File: config.mk
export PLATFORM = sky130hd
export DESIGN_NAME = cpu_switch_sequencer_flat
export DESIGN_NICKNAME = d
export VERILOG_FILES = /design/src/rtl/cpu_switch_sequencer_if.sv /design/src/rtl/cpu_switch_sequencer.sv /design/src/flat_wrapper.sv
export SDC_FILE = /design/constraint.sdc
export NUM_CORES = 1
export LEC_CHECK = 0
export ABC_CLOCK_PERIOD_IN_PS = 6700
export CORE_UTILIZATION = 64
export DETAILED_ROUTE_END_ITERATION = 10
export PLACE_DENSITY = 0.84
export RECOVER_POWER = 50
export REMOVE_ABC_BUFFERS = 1
export SETUP_SLACK_MARGIN = 0.05
export SLEW_MARGIN = 40
export SYNTH_ARGS = -nofsm -noshare
export SYNTH_HDL_FRONTEND = slang
export SYNTH_SLANG_ARGS = --single-unit
File: constraint.sdc
create_clock -name clk -period 6.7 [get_ports clk]
set_clock_uncertainty 0.1 [all_clocks]
set_input_delay 1.005 -clock clk [delete_from_list [all_inputs] [get_ports clk]]
set_output_delay 1.005 -clock clk [all_outputs]
set_load 0.01 [all_outputs]
File: src/rtl/cpu_switch_sequencer_if.sv
// Request/status bundle between the OSD/core glue and cpu_switch_sequencer.
// master: the side that issues CPU selection / reset requests and sees vblank.
// slave:  the sequencer itself.
interface cpu_switch_sequencer_if;
    logic [1:0] cpu_type_req;
    logic       rst_req;
    logic       vblank;
    logic [1:0] cpu_sel;
    logic [3:0] core_n_reset;
    logic [3:0] core_clk_en;
    logic       busy;
    logic       video_mute;

    modport master (
        output cpu_type_req, rst_req, vblank,
        input  cpu_sel, core_n_reset, core_clk_en, busy, video_mute
    );

    modport slave (
        input  cpu_type_req, rst_req, vblank,
        output cpu_sel, core_n_reset, core_clk_en, busy, video_mute
    );
endinterface

File: src/rtl/cpu_switch_sequencer.sv
// CPU switch sequencer: debounces the OSD core selection, waits for the active
// core's vblank (or a timeout), then holds the newly selected core in reset.
// Optional macro SWITCH_MUTE_EN: force-blank video through reset and for
// MUTE_FRAMES vblanks after release; without it video_mute is tied low.
module cpu_switch_sequencer #(
    parameter int unsigned STABLE_CYCLES = 50000,
    parameter int unsigned DRAIN_TIMEOUT = 1000000,
    parameter int unsigned HOLD_CYCLES   = 65536,
    parameter int unsigned MUTE_FRAMES   = 2
) (
    input  logic                    clk,
    input  logic                    reset,
    cpu_switch_sequencer_if.slave   bus
);

    localparam int unsigned HW = $clog2(HOLD_CYCLES   > 1 ? HOLD_CYCLES   : 2);
    localparam int unsigned SW = $clog2(STABLE_CYCLES > 1 ? STABLE_CYCLES : 2);
    localparam int unsigned DW = $clog2(DRAIN_TIMEOUT > 1 ? DRAIN_TIMEOUT : 2);

    localparam logic [HW-1:0] HOLD_LAST  = HW'(HOLD_CYCLES - 1);
    localparam logic [SW-1:0] STAB_LAST  = SW'(STABLE_CYCLES - 1);
    localparam logic [DW-1:0] DRAIN_LAST = DW'(DRAIN_TIMEOUT - 1);

`ifdef SWITCH_MUTE_EN
    localparam logic MUTE_RST = 1'b1;
`else
    localparam logic MUTE_RST = 1'b0;
`endif

    typedef enum logic [1:0] {S_HOLD, S_RUN, S_STABILIZE, S_DRAIN} state_t;

    state_t        state_q, state_d;
    logic [1:0]    sel_q, sel_d;
    logic [1:0]    cand_q, cand_d;
    logic [HW-1:0] hold_q, hold_d;
    logic [SW-1:0] stab_q, stab_d;
    logic [DW-1:0] drain_q, drain_d;
    logic          vblank_q;
    logic          vb_rise;

    logic [3:0]    n_reset_q, n_reset_d;
    logic [3:0]    clk_en_q, clk_en_d;
    logic          busy_q, busy_d;
    logic          mute_q, mute_d;

    function automatic logic [3:0] onehot(input logic [1:0] s);
        return 4'b0001 << s;
    endfunction

    assign vb_rise = bus.vblank & ~vblank_q;

    // Previous vblank sample for rising-edge detection.
    always_ff @(posedge clk) begin
        vblank_q <= bus.vblank;
    end

    // Next-state logic; outputs are decoded from the next state so they move with it.
    always_comb begin
        state_d = state_q;
        sel_d   = sel_q;
        cand_d  = cand_q;
        hold_d  = hold_q;
        stab_d  = stab_q;
        drain_d = drain_q;

        unique case (state_q)
            S_HOLD: begin
                if (bus.rst_req) begin
                    hold_d = '0;
                end else if (hold_q == HOLD_LAST) begin
                    state_d = S_RUN;
                end else begin
                    hold_d = hold_q + 1'b1;
                end
            end
            S_RUN: begin
                if (bus.rst_req) begin
                    state_d = S_HOLD;
                    hold_d  = '0;
                end else if (bus.cpu_type_req != sel_q) begin
                    state_d = S_STABILIZE;
                    cand_d  = bus.cpu_type_req;
                    stab_d  = '0;
                end
            end
            S_STABILIZE: begin
                if (bus.rst_req) begin
                    state_d = S_HOLD;
                    hold_d  = '0;
                end else if (bus.cpu_type_req == sel_q) begin
                    state_d = S_RUN;
                end else if (bus.cpu_type_req != cand_q) begin
                    cand_d = bus.cpu_type_req;
                    stab_d = '0;
                end else if (stab_q == STAB_LAST) begin
                    state_d = S_DRAIN;
                    drain_d = '0;
                end else begin
                    stab_d = stab_q + 1'b1;
                end
            end
            S_DRAIN: begin
                // rst_req also commits: the pending selection is taken with the reset.
                if (vb_rise || bus.rst_req || drain_q == DRAIN_LAST) begin
                    sel_d   = cand_q;
                    state_d = S_HOLD;
                    hold_d  = '0;
                end else begin
                    drain_d = drain_q + 1'b1;
                end
            end
            default: begin
                state_d = S_HOLD;
                hold_d  = '0;
            end
        endcase

        clk_en_d  = onehot(sel_d);
        n_reset_d = (state_d == S_HOLD) ? 4'b0000 : onehot(sel_d);
        busy_d    = (state_d != S_RUN);
    end

`ifdef SWITCH_MUTE_EN
    localparam int unsigned FW = $clog2(MUTE_FRAMES + 2);
    localparam logic [FW-1:0] FRAMES_DONE = FW'(MUTE_FRAMES);

    logic [FW-1:0] frame_q, frame_d;

    // Count vblank rising edges since release; any reset hold clears the count.
    always_comb begin
        frame_d = frame_q;
        if (state_d == S_HOLD) begin
            frame_d = '0;
        end else if (state_q != S_HOLD && vb_rise && frame_q != FRAMES_DONE) begin
            frame_d = frame_q + 1'b1;
        end
        mute_d = (state_d == S_HOLD) || (frame_d != FRAMES_DONE);
    end

    // Frame counter register.
    always_ff @(posedge clk) begin
        if (reset) begin
            frame_q <= '0;
        end else begin
            frame_q <= frame_d;
        end
    end
`else
    assign mute_d = 1'b0;
`endif

    // State, counters and registered outputs; reset adopts the requested core directly.
    always_ff @(posedge clk) begin
        if (reset) begin
            state_q   <= S_HOLD;
            sel_q     <= bus.cpu_type_req;
            cand_q    <= '0;
            hold_q    <= '0;
            stab_q    <= '0;
            drain_q   <= '0;
            n_reset_q <= 4'b0000;
            clk_en_q  <= onehot(bus.cpu_type_req);
            busy_q    <= 1'b1;
            mute_q    <= MUTE_RST;
        end else begin
            state_q   <= state_d;
            sel_q     <= sel_d;
            cand_q    <= cand_d;
            hold_q    <= hold_d;
            stab_q    <= stab_d;
            drain_q   <= drain_d;
            n_reset_q <= n_reset_d;
            clk_en_q  <= clk_en_d;
            busy_q    <= busy_d;
            mute_q    <= mute_d;
        end
    end

    assign bus.cpu_sel      = sel_q;
    assign bus.core_n_reset = n_reset_q;
    assign bus.core_clk_en  = clk_en_q;
    assign bus.busy         = busy_q;
    assign bus.video_mute   = mute_q;

endmodule

File: src/flat_wrapper.sv
// flat-port wrapper written by rule: the top's interface ports become plain ports
module cpu_switch_sequencer_flat 
#(
    parameter int unsigned STABLE_CYCLES = 50000,
    parameter int unsigned DRAIN_TIMEOUT = 1000000,
    parameter int unsigned HOLD_CYCLES   = 65536,
    parameter int unsigned MUTE_FRAMES   = 2
)
  (clk, reset, bus_cpu_type_req, bus_rst_req, bus_vblank, bus_cpu_sel, bus_core_n_reset, bus_core_clk_en, bus_busy, bus_video_mute);
  cpu_switch_sequencer_if bus_i ();
  input  logic clk;
  input  logic reset;
  input wire logic [$bits(bus_i.cpu_type_req)-1:0] bus_cpu_type_req;
  input wire logic [$bits(bus_i.rst_req)-1:0] bus_rst_req;
  input wire logic [$bits(bus_i.vblank)-1:0] bus_vblank;
  output wire logic [$bits(bus_i.cpu_sel)-1:0] bus_cpu_sel;
  output wire logic [$bits(bus_i.core_n_reset)-1:0] bus_core_n_reset;
  output wire logic [$bits(bus_i.core_clk_en)-1:0] bus_core_clk_en;
  output wire logic [$bits(bus_i.busy)-1:0] bus_busy;
  output wire logic [$bits(bus_i.video_mute)-1:0] bus_video_mute;
  assign bus_i.cpu_type_req = bus_cpu_type_req;
  assign bus_i.rst_req = bus_rst_req;
  assign bus_i.vblank = bus_vblank;
  assign bus_cpu_sel = bus_i.cpu_sel;
  assign bus_core_n_reset = bus_i.core_n_reset;
  assign bus_core_clk_en = bus_i.core_clk_en;
  assign bus_busy = bus_i.busy;
  assign bus_video_mute = bus_i.video_mute;
  cpu_switch_sequencer #(.STABLE_CYCLES(STABLE_CYCLES), .DRAIN_TIMEOUT(DRAIN_TIMEOUT), .HOLD_CYCLES(HOLD_CYCLES), .MUTE_FRAMES(MUTE_FRAMES)) u_core (.clk(clk), .reset(reset), .bus(bus_i));
endmodule
==> results.txt, run 1 <==
status: finished, violations left
failing checks: capacitance limit, slew limit
initial core utilization: 0.671
minimum clock period: 4.40 ns
Worst Hold End: u_core.hold_q[14]$_SDFFE_PP0P_
Final period util: 0.656
IO Pins: 18
clk buf depth: 2
Arrival @ worst endpoint: 4.54 ns
Port Buffer Count: 16
number of post-CTS setup repair buffers: 0
Syn-to-layout area delta: 10.7%
highest-delay cell along the critical path: a2111oi_0
Detailed Routing Iterations Pass 1: 5
critical path required time: 6.85 ns
Core Box Area: 5140 sq um
CTS Sinks: 68
total wire length: 7430 um
Cell Area, Synth: 3450 sq um
dominant cells by area after synthesis: dfxtp_1 (39%), xnor2_1 (8.6%), nor2_1 (6.2%), a21oi_1 (3.5%), nand3_1 (3.3%)
cell with the most instances after synthesis: dfxtp_1
final setup violation count: 0
Slew headroom: -0.219
CTS Buf Count: 9
Nets: 441
clk slew on worst S/H paths: 0.08 ns
DIE AREA: 5690 sq um
LEAKAGE: 1.26 nW
setup TNS: 0 ns
WS Path Type: primary input to register
root buf cell: clkbuf_8
dpl hpwl: 4740 um
H-Tree Level Count: 3
Routability Congestion: 0.797
vias in the first global route: 2692
largest net degree at the start of global routing: 41
P per Cell Area: 224 nW/um^2
Yosys warnings: 0
worst path setup slack after routing: 2.30 ns
FF-to-FF Start: u_core.drain_q[1]$_SDFFE_PP0P_
Hold Crit Class: register to register
worst skew pair latency: 0.35 ns
die width: 75.4 um
RSZ-0062 raised after global routing: no
Post-synth EDFFs: 0
cell count after synthesis: 417
Post-DRT Antenna Nets: 0
CTS Hold Buffers Added: 0
via count: 3082
top cells by count, synth: dfxtp_1 (68), nor2_1 (57), xnor2_1 (34)
crit start category: primary input
worst-margin pin slew: 1.78 ns
Pins Over Slew Limit: 25
max-cap viol count: 2
GRT Residual Overflow: 0
peak per-stage delay on the critical path: 1.49 ns
synthesized flop and latch total: 68
path depth of the worst reg2reg path: 8
detailed-route wire length per cell: 14.8 um
reg-to-reg critical path endpoint: u_core.hold_q[8]$_SDFFE_PP0P_
CTS tree: yes
Antenna Cells: 0
crit-path max FO: 10
fraction of layout cells with a size suffix above 1: 0.0509
CP endpoint kind: register
Gates resized, CTS repair: 0
initial antenna violation count: 0
die height: 75.4 um
Rows: 26
R2R setup slack: 2.62 ns
DRC: 0
post-synth top area share: 0.395
crit-path cells: dlygate4sd3_1, nor2b_1, and3_1, a2111oi_0, clkbuf_1, a41oi_1, a311oi_1
Achievable Freq: 227 MHz
hold path depth: 2
buffering stage count on the worst path with inverters included: 2
syn_area_per_cell: 8.27 sq um
CP delay by family, top: compound AO/OA/AOI/OAI gates
count of final hold-check violations: 0
Synth cell types: 55
worst slack at placement: 3.01 ns
DR vias/cell: 6.14
initial DRC count: 174
worst hold start: u_core.hold_q[14]$_SDFFE_PP0P_
all-layer global routing usage: 0.275
Async SR Flop Fraction: 0
VDD IR max: 184 uV
sequential share of the synthesized area: 0.395
leading area contributor after synthesis: dfxtp_1
first-pass GRT wire length: 12100 um
most used flip-flop cell after synthesis: dfxtp_1
==> placed cells by master, fill, tap and decap left out, types with 2 or more instances in the layout <==
master,instances
dfxtp_1,68
nor4b_1,5
clkbuf_8,10
nand3b_1,4
a211oi_1,3
nor4bb_1,2
mux2i_1,2
o31a_1,2
clkinv_2,3
clkbuf_1,3
clkdlybuf4s50_1,2
o21ai_0,21
nand2b_1,2
or3_1,3
a311oi_1,4
bufinv_16,2
a32oi_1,4
nor3b_1,3
a31oi_1,3
nor4_1,16
nand2_1,24
xnor2_1,34
dlygate4sd3_1,14
or2_2,2
inv_1,16
nor3_1,16
nor2b_1,5
a21o_1,4
nand4_1,9
a41oi_1,3
a21oi_1,24
and3_1,10
nand3_1,23
ha_1,8
nor2_1,57
==> worst reg2reg max path, cell delays in order, from the launching register on <==
cell and delay, ns:
dfxtp_1 0.36, ha_1 0.19, nand2_1 0.21, or4_4 0.62, o21a_4 0.24, a2111oi_0 1.38
clkbuf_1 0.42, a41oi_1 0.17, a311oi_1 0.30
==> where the power goes <==
part / leakage (nW) / switching [mW] / internal (mW)
Combinational: 0.599 / 0.0414 / 0.0233
Clock: 0.113 / 0.157 / 0.218
Sequential: 0.550 / 0.00541 / 0.411
Total: 1.26 / 0.204 / 0.652
==> logic make-up after synthesis <==
logic type	share of synthesized area
mux	0.00907
simple gates	0.278
compound gates	0.155
fa+ha+maj	0.0290
flops	0.395
other cells	0.00109
xor+xnor	0.0889
buf+inv	0.0442
==> how the worst max path moves through the flow <==
stage	start	to	slack, ns	cells after the start
final	bus_rst_req	u_core.hold_q[8]$_SDFFE_PP0P_	2.30	7
after detailed placement	bus_rst_req	u_core.hold_q[8]$_SDFFE_PP0P_	3.01	6
after global placement	bus_cpu_type_req[0]	u_core.stab_q[14]$_SDFFE_PP0P_	2.63	7
after CTS	bus_rst_req	u_core.hold_q[8]$_SDFFE_PP0P_	3.35	6
after floorplan	bus_cpu_type_req[0]	u_core.stab_q[14]$_SDFFE_PP0P_	3.65	6
after global routing	bus_cpu_type_req[0]	u_core.stab_q[14]$_SDFFE_PP0P_	2.09	7
==> flip-flops by register name, indices dropped and copies added, names as in the netlist <==
signal,count
u_core.stab_q,16
u_core.bus.cpu_sel,2
u_core.cand_q,2
u_core.bus.core_n_reset,4
u_core.bus.core_clk_en,4
u_core.hold_q,16
u_core.vblank_q,1
u_core.drain_q,20
u_core.bus.busy,1
u_core.state_q,2
==> per-layer routing <==
| layer | global-route usage | wire length, um |
|---|---|---|
| met5 | 0 | 0 |
| met4 | 0.119 | 136 |
| met3 | 0.0423 | 298 |
| met2 | 0.449 | 3580 |
| met1 | 0.362 | 3410 |
==> area by class of cell <==
class	count	area [sq um]
Clock inverter	5	75.1
Clock buffer	11	141
Tap cell	70	87.6
Timing Repair Buffer	19	175
Sequential cell	68	1360
Inverter	16	60.1
Multi-Input combinational cell	313	1920
Fill cell	403	1320
==> through the flow <==
stage	hold slack [ns]	power (mW)	cell area [sq um]	utilization	cells
after floorplan	0.342	0.465	3360	-	397
after global placement	0.367	0.491	3620	0.704	485
after detailed placement	0.376	0.493	3630	0.706	485
after CTS	0.388	0.862	3840	0.748	501
after global routing	0.415	0.878	3820	0.743	502
final	0.386	0.857	3820	0.743	502
Power figures use the tool's default switching activity.
==> inputs of run 2 (changes only) <==
--- a/config.mk
+++ b/config.mk
@@ -5,10 +5,10 @@
 export SDC_FILE = /design/constraint.sdc
 export NUM_CORES = 1
 export LEC_CHECK = 0
-export ABC_CLOCK_PERIOD_IN_PS = 6700
-export CORE_UTILIZATION = 64
+export ABC_CLOCK_PERIOD_IN_PS = 3900
+export CORE_UTILIZATION = 54
 export DETAILED_ROUTE_END_ITERATION = 10
-export PLACE_DENSITY = 0.84
+export PLACE_DENSITY = 0.76
 export RECOVER_POWER = 50
 export REMOVE_ABC_BUFFERS = 1
 export SETUP_SLACK_MARGIN = 0.05
==> constraint.sdc (replaced) <==
create_clock -name clk -period 3.9 [get_ports clk]
set_clock_uncertainty 0.1 [all_clocks]
set_input_delay 0.585 -clock clk [delete_from_list [all_inputs] [get_ports clk]]
set_output_delay 0.585 -clock clk [all_outputs]
set_load 0.01 [all_outputs]
==> results.txt, run 2 (synthesis results as in run 1) <==
clock power share: 0.445 (+0.007)
crit start category: register
crit-path cells: or4b_1, or4_1, o21a_1, a211oi_1, o21ai_0, a32o_1
CTS tree: yes
CP delay by family, top: compound AO/OA/AOI/OAI gates
Post-DRT Antenna Nets: 0 (unchanged)
GRT Residual Overflow: 0 (unchanged)
RSZ-0062 raised after global routing: no
Gate power share: 0.077 (about the same)
Core Box Area: 6030 sq um (+17%)
VDD IR max: 238 uV (+29%)
Slew headroom: 0.496 (+0.715)
critical path required time: 4.03 ns (-2.82 ns)
die height: 81.9 um (+8.6%)
most frequent cells in the layout: dfxtp_1 (68), nor2_1 (57), xnor2_1 (34)
CTS Sinks: 68 (unchanged)
minimum clock period: 3.00 ns
total wire length: 6880 um (-7.4%)
CTS Hold Buffers Added: 0 (unchanged)
via count: 2990 (-3.0%)
count of final hold-check violations: 0 (unchanged)
highest-delay cell along the critical path: a211oi_1
vias in the first global route: 2702 (+0.37%)
Detailed Routing Iterations Pass 1: 7 (+2)
max reg flops: 20 (unchanged)
DRC: 0 (unchanged)
metal3 WL: 206 um (-31%)
initial DRC count: 198 (+14%)
Largest Register: u_core.drain_q
DR vias/cell: 5.89 (-4.1%)
largest net degree at the start of global routing: 32 (-22%)
root buf cell: clkbuf_8
LEAKAGE: 1.28 nW (+1.4%)
P per Cell Area: 388 nW/um^2 (+73%)
DIE AREA: 6710 sq um (+18%)
Finished Layout Cells: 508 (+1.2%)
Achievable Freq: 333 MHz
worst-margin pin slew: 0.755 ns (-1.03 ns)
DR top layer: met4
final setup violation count: 0 (unchanged)
Antenna Cells: 0 (unchanged)
Routability Congestion: 0.861 (+8.1%)
routed wire length on met2: 3130 um (-13%)
commonest non-fill, non-tap cell in the layout: dfxtp_1
Int Power: 1.16 mW (+78%)
initial antenna violation count: 0 (unchanged)
die width: 81.9 um (+8.6%)
top flop regs: u_core.drain_q: 20 flops, u_core.hold_q: 16 flops, u_core.stab_q: 16 flops
Rows: 28 (+7.7%)
Final period util: 0.769
number of post-CTS setup repair buffers: 0 (unchanged)
H-Tree Level Count: 3 (unchanged)
Port Buffer Count: 16 (unchanged)
Hold Crit Class: register to register
CP endpoint kind: register
WS Path Type: register to register
Net Sw Frac: 0.225 (-0.0138)
worst skew pair latency: 0.33 ns (-0.02 ns)
WL met1: 3430 um (+0.53%)
crit-path max FO: 6 (-4)
dpl hpwl: 4690 um (-1.1%)
initial core utilization: 0.572 (-0.0987)
buffering stage count on the worst path with inverters included: 0 (-2)
status: finished clean
setup TNS: 0 ns (unchanged)
fillers: 502 (+25%)
Net Switching: 0.336 mW (+65%)
max-cap viol count: 0 (-2)
peak per-stage delay on the critical path: 0.62 ns (-0.87 ns)
share of power burned in registers: 0.478 (-0.008)
CTS Buf Count: 9 (unchanged)
clk slew on worst S/H paths: 0.07 ns (about the same)
Pins Over Slew Limit: 0 (-100%)
clk buf depth: 2 (unchanged)
IO Pins: 18 (unchanged)
Syn-to-layout area delta: 11.9%
all-layer global routing usage: 0.227 (-0.0485)
Gates resized, CTS repair: 0 (unchanged)
fraction of layout cells with a size suffix above 1: 0.0600 (+0.00912)
Placed Cells incl. Taps: 492 (+1.4%)
Nets: 442 (+0.23%)
Arrival @ worst endpoint: 3.13 ns (-1.41 ns)
detailed-route wire length per cell: 13.5 um (-8.5%)
first-pass GRT wire length: 11900 um (-2.1%)
## run 2: cell count changes in the layout (fill, tap and decap cells not counted), moves of 2 or more
cell / delta
clkbuf_1: -2
clkbuf_8: +2
buf_4: +2
o21ai_0: -2
## run 2: cell type report
cell class | count | area (sq um) | share of cell area
clock inverter | 4 | 70.1 | 0.0181
clock buffer | 12 | 165 | 0.0428
tap | 75 | 93.8 | 0.0243
multi-input combinational | 313 | 1930 | 0.500
sequential | 68 | 1360 | 0.353
timing repair buffer | 20 | 181 | 0.0470
inverter | 16 | 60.1 | 0.0156
## run 2: power groups by stage
stage | Clock (mW) | Sequential [mW] | Combinational (mW)
after detailed placement | 0 | 0.731 | 0.118
after floorplan | 0 | 0.734 | 0.0653
final | 0.666 | 0.715 | 0.115
after global routing | 0.713 | 0.716 | 0.129
after CTS | 0.683 | 0.715 | 0.119
after global placement | 0 | 0.731 | 0.117
## run 2: routing by layer
metal  track usage  vias to the layer above
met3        0.0444                       10
li1              -                     1517
met1         0.298                     1404
met2         0.354                       59
met4         0.107                        0
met5             0                        -
## run 2: metrics by stage
stage / area, sq um / utilization / power, mW / setup slack [ns] / hold WS [ns]
floorplan: 3360 / - / 0.799 / 1.09 / 0.342
global placement: 3640 / 0.604 / 0.848 / 0.801 / 0.367
detailed placement: 3640 / 0.604 / 0.849 / 0.744 / 0.378
CTS: 3870 / 0.643 / 1.52 / 1.00 / 0.393
global route: 3860 / 0.641 / 1.56 / 0.756 / 0.417
finish: 3860 / 0.641 / 1.50 / 0.900 / 0.388
## run 2: worst paths after layout
kind / from / to / depth (start not counted) / slack, ns
min reg2reg: u_core.hold_q[13]$_SDFFE_PP0P_ / u_core.hold_q[13]$_SDFFE_PP0P_ / 1 / 0.39
min: u_core.hold_q[13]$_SDFFE_PP0P_ / u_core.hold_q[13]$_SDFFE_PP0P_ / 1 / 0.39
max reg2reg: u_core.drain_q[7]$_SDFFE_PP0P_ / u_core.hold_q[10]$_SDFFE_PP0P_ / 6 / 0.90
max: u_core.drain_q[7]$_SDFFE_PP0P_ / u_core.hold_q[10]$_SDFFE_PP0P_ / 6 / 0.90
==> inputs of run 3 (changes only) <==
--- a/config.mk
+++ b/config.mk
@@ -5,10 +5,10 @@
 export SDC_FILE = /design/constraint.sdc
 export NUM_CORES = 1
 export LEC_CHECK = 0
-export ABC_CLOCK_PERIOD_IN_PS = 3900
-export CORE_UTILIZATION = 54
+export ABC_CLOCK_PERIOD_IN_PS = 3120
+export CORE_UTILIZATION = 60
 export DETAILED_ROUTE_END_ITERATION = 10
-export PLACE_DENSITY = 0.76
+export PLACE_DENSITY = 0.8
 export RECOVER_POWER = 50
 export REMOVE_ABC_BUFFERS = 1
 export SETUP_SLACK_MARGIN = 0.05
==> constraint.sdc (replaced) <==
create_clock -name clk -period 3.12 [get_ports clk]
set_clock_uncertainty 0.1 [all_clocks]
set_input_delay 0.468 -clock clk [delete_from_list [all_inputs] [get_ports clk]]
set_output_delay 0.468 -clock clk [all_outputs]
set_load 0.01 [all_outputs]
==> results.txt, run 3 (synthesis results as in run 1) <==
status: finished clean
minimum clock period: 2.77 ns (-0.229 ns)
die width: 77.8 um (-5.0%)
reg-to-reg critical path endpoint: u_core.hold_q[7]$_SDFFE_PP0P_
crit-path cells: or4b_1, or4_1, o21a_1, a2111oi_4, buf_4, a31oi_1, a311oi_1
detailed-route wire length per cell: 13.9 um (+2.3%)
number of post-CTS setup repair buffers: 0 (unchanged)
LEAKAGE: 1.29 nW (+0.63%)
worst skew pair latency: 0.35 ns (+0.02 ns)
Largest Register: u_core.drain_q
initial core utilization: 0.623 (+0.0502)
DR vias/cell: 5.87 (-0.21%)
Int Power: 1.31 mW (+13%)
via count: 3019 (+0.97%)
root buf cell: clkbuf_8
Antenna Cells: 0 (unchanged)
CP endpoint kind: register
Gates resized, CTS repair: 0 (unchanged)
R2R setup slack: 0.35 ns (-0.55 ns)
critical path required time: 3.27 ns (-0.76 ns)
GR Util met2: 0.405 (+0.0516)
die height: 77.8 um (-5.0%)
share of power burned in registers: 0.512 (+0.034)
crit start category: register
DIE AREA: 6060 sq um (-9.8%)
Achievable Freq: 361 MHz (+8.3%)
Util after Layout: 0.697 (+0.0566)
Worst Hold End: u_core.hold_q[14]$_SDFFE_PP0P_
Rows: 27 (-3.6%)
path depth of the worst reg2reg path: 7 (+1)
CTS Hold Buffers Added: 0 (unchanged)
initial DRC count: 160 (-19%)
Nets: 451 (+2.0%)
Routability Congestion: 0.845 (-1.9%)
dpl hpwl: 4940 um (+5.4%)
Slew headroom: 0.530 (+0.0343)
Core Box Area: 5540 sq um (-8.1%)
max reg flops: 20 (unchanged)
initial antenna violation count: 0 (unchanged)
clk slew on worst S/H paths: 0.07 ns (about the same)
setup TNS: 0 ns (unchanged)
Arrival @ worst endpoint: 2.92 ns (-0.21 ns)
grt peak-use layer: met2
Net Switching: 0.435 mW (+30%)
clk buf depth: 2 (unchanged)
Post-DRT Antenna Nets: 0 (unchanged)
first-pass GRT wire length: 12100 um (+2.0%)
max-cap viol count: 0 (unchanged)
count of final hold-check violations: 0 (unchanged)
all-layer global routing usage: 0.254 (+0.0274)
Hold Crit Class: register to register
IO Pins: 18 (unchanged)
Critical path origin: u_core.drain_q[7]$_SDFFE_PP0P_
Final period util: 0.888 (+0.119)
Placed Cells incl. Taps: 498 (+1.2%)
grt met3 use: 0.0624 (+0.0179)
vias in the first global route: 2721 (+0.70%)
GRT Residual Overflow: 0 (unchanged)
Port Buffer Count: 16 (unchanged)
total wire length: 7130 um (+3.5%)
commonest non-fill, non-tap cell in the layout: dfxtp_1
P per Cell Area: 452 nW/um^2 (+17%)
met1 usage: 0.321 (+0.0231)
Syn-to-layout area delta: 12.0% (about the same)
RSZ-0062 raised after global routing: no
fraction of layout cells with a size suffix above 1: 0.0656 (+0.00556)
CTS Buf Count: 9 (unchanged)
Gate power share: 0.088 (+0.011)
CTS Sinks: 68 (unchanged)
peak per-stage delay on the critical path: 0.53 ns (-0.09 ns)
most frequent cells in the layout: dfxtp_1 (68), nor2_1 (57), xnor2_1 (34)
Net Sw Frac: 0.250 (+0.0250)
DRC: 0 (unchanged)
worst hold start: u_core.hold_q[14]$_SDFFE_PP0P_
final setup violation count: 0 (unchanged)
CTS tree: yes
Detailed Routing Iterations Pass 1: 4 (-3)
highest-delay cell along the critical path: or4_1
largest net degree at the start of global routing: 25 (-22%)
WS Path Type: register to register
top flop regs: u_core.drain_q: 20 flops, u_core.hold_q: 16 flops, u_core.stab_q: 16 flops
FF-to-FF Start: u_core.drain_q[7]$_SDFFE_PP0P_
Finished Layout Cells: 514 (+1.2%)
clock power share: 0.400 (-0.045)
worst-margin pin slew: 0.703 ns (-0.0513 ns)
H-Tree Level Count: 3 (unchanged)
VDD IR max: 301 uV (+26%)
hold path depth: 2 (+1)
crit-path max FO: 9 (+3)
Pins Over Slew Limit: 0 (unchanged)
final hold slack: 0.384 ns (-0.00387 ns)
==> run 3: cell types whose count changed in the layout (fill, tap and decap cells not counted), moves of 2 or more <==
cell,before,now
buf_4,3,9
clkbuf_1,1,5
clkbuf_8,12,9
clkdlybuf4s50_1,2,4
o21ai_0,19,21
==> run 3: final cells by class <==
class,instances,area (sq um)
clock inverters,5,52.6
flip-flops and latches,68,1360
clock buffers,11,131
inverters,16,60.1
fillers,468,1680
well taps,72,90.1
multi-input cells,313,1920
repair buffers,29,244
==> run 3: power groups by stage <==
stage | sequential, mW | combinational [mW] | clock (mW)
6_report | 0.894 | 0.153 | 0.698
5_1_grt | 0.895 | 0.170 | 0.749
4_1_cts | 0.894 | 0.157 | 0.712
3_5_place_dp | 0.914 | 0.156 | 0
3_3_place_gp | 0.914 | 0.152 | 0
2_1_floorplan | 0.917 | 0.0816 | 0
==> run 3: worst max path at each step <==
stage	endpoint	cells past startpoint
finish	u_core.hold_q[7]$_SDFFE_PP0P_	7
global route	u_core.hold_q[10]$_SDFFE_PP0P_	7
CTS	u_core.hold_q[5]$_SDFFE_PP0P_	7
detailed placement	u_core.drain_q[10]$_SDFFE_PP0P_	7
global placement	u_core.drain_q[8]$_SDFFE_PP0P_	7
floorplan	u_core.drain_q[11]$_SDFFE_PP0P_	6
==> run 3: layer usage <==
layer  routed length (um)  share of wire  vias to the layer above
li1                     -              -                     1537
met1                 3360           0.47                     1404
met2                 3380           0.47                       63
met3                  252          0.035                       15
met4                  138          0.019                        0
met5                    0              0                        -
==> run 3: worst max-delay path, delay by kind of cell (launching register included) <==
family / cells / cell delay (ns)
and+or+nand+nor: 2 / 1.05
AOI/OAI and AO/OA: 4 / 0.94
DFF: 1 / 0.35
buffers and inverters: 1 / 0.23
==> run 3: through the flow <==
step / instance area, sq um / power [mW] / setup WS (ns)
floorplan: 3360 / 0.999 / 0.308
detailed placement: 3700 / 1.07 / 0.205
CTS: 3890 / 1.76 / 0.447
global route: 3860 / 1.81 / 0.202
finish: 3860 / 1.75 / 0.349
global placement: 3700 / 1.07 / 0.318
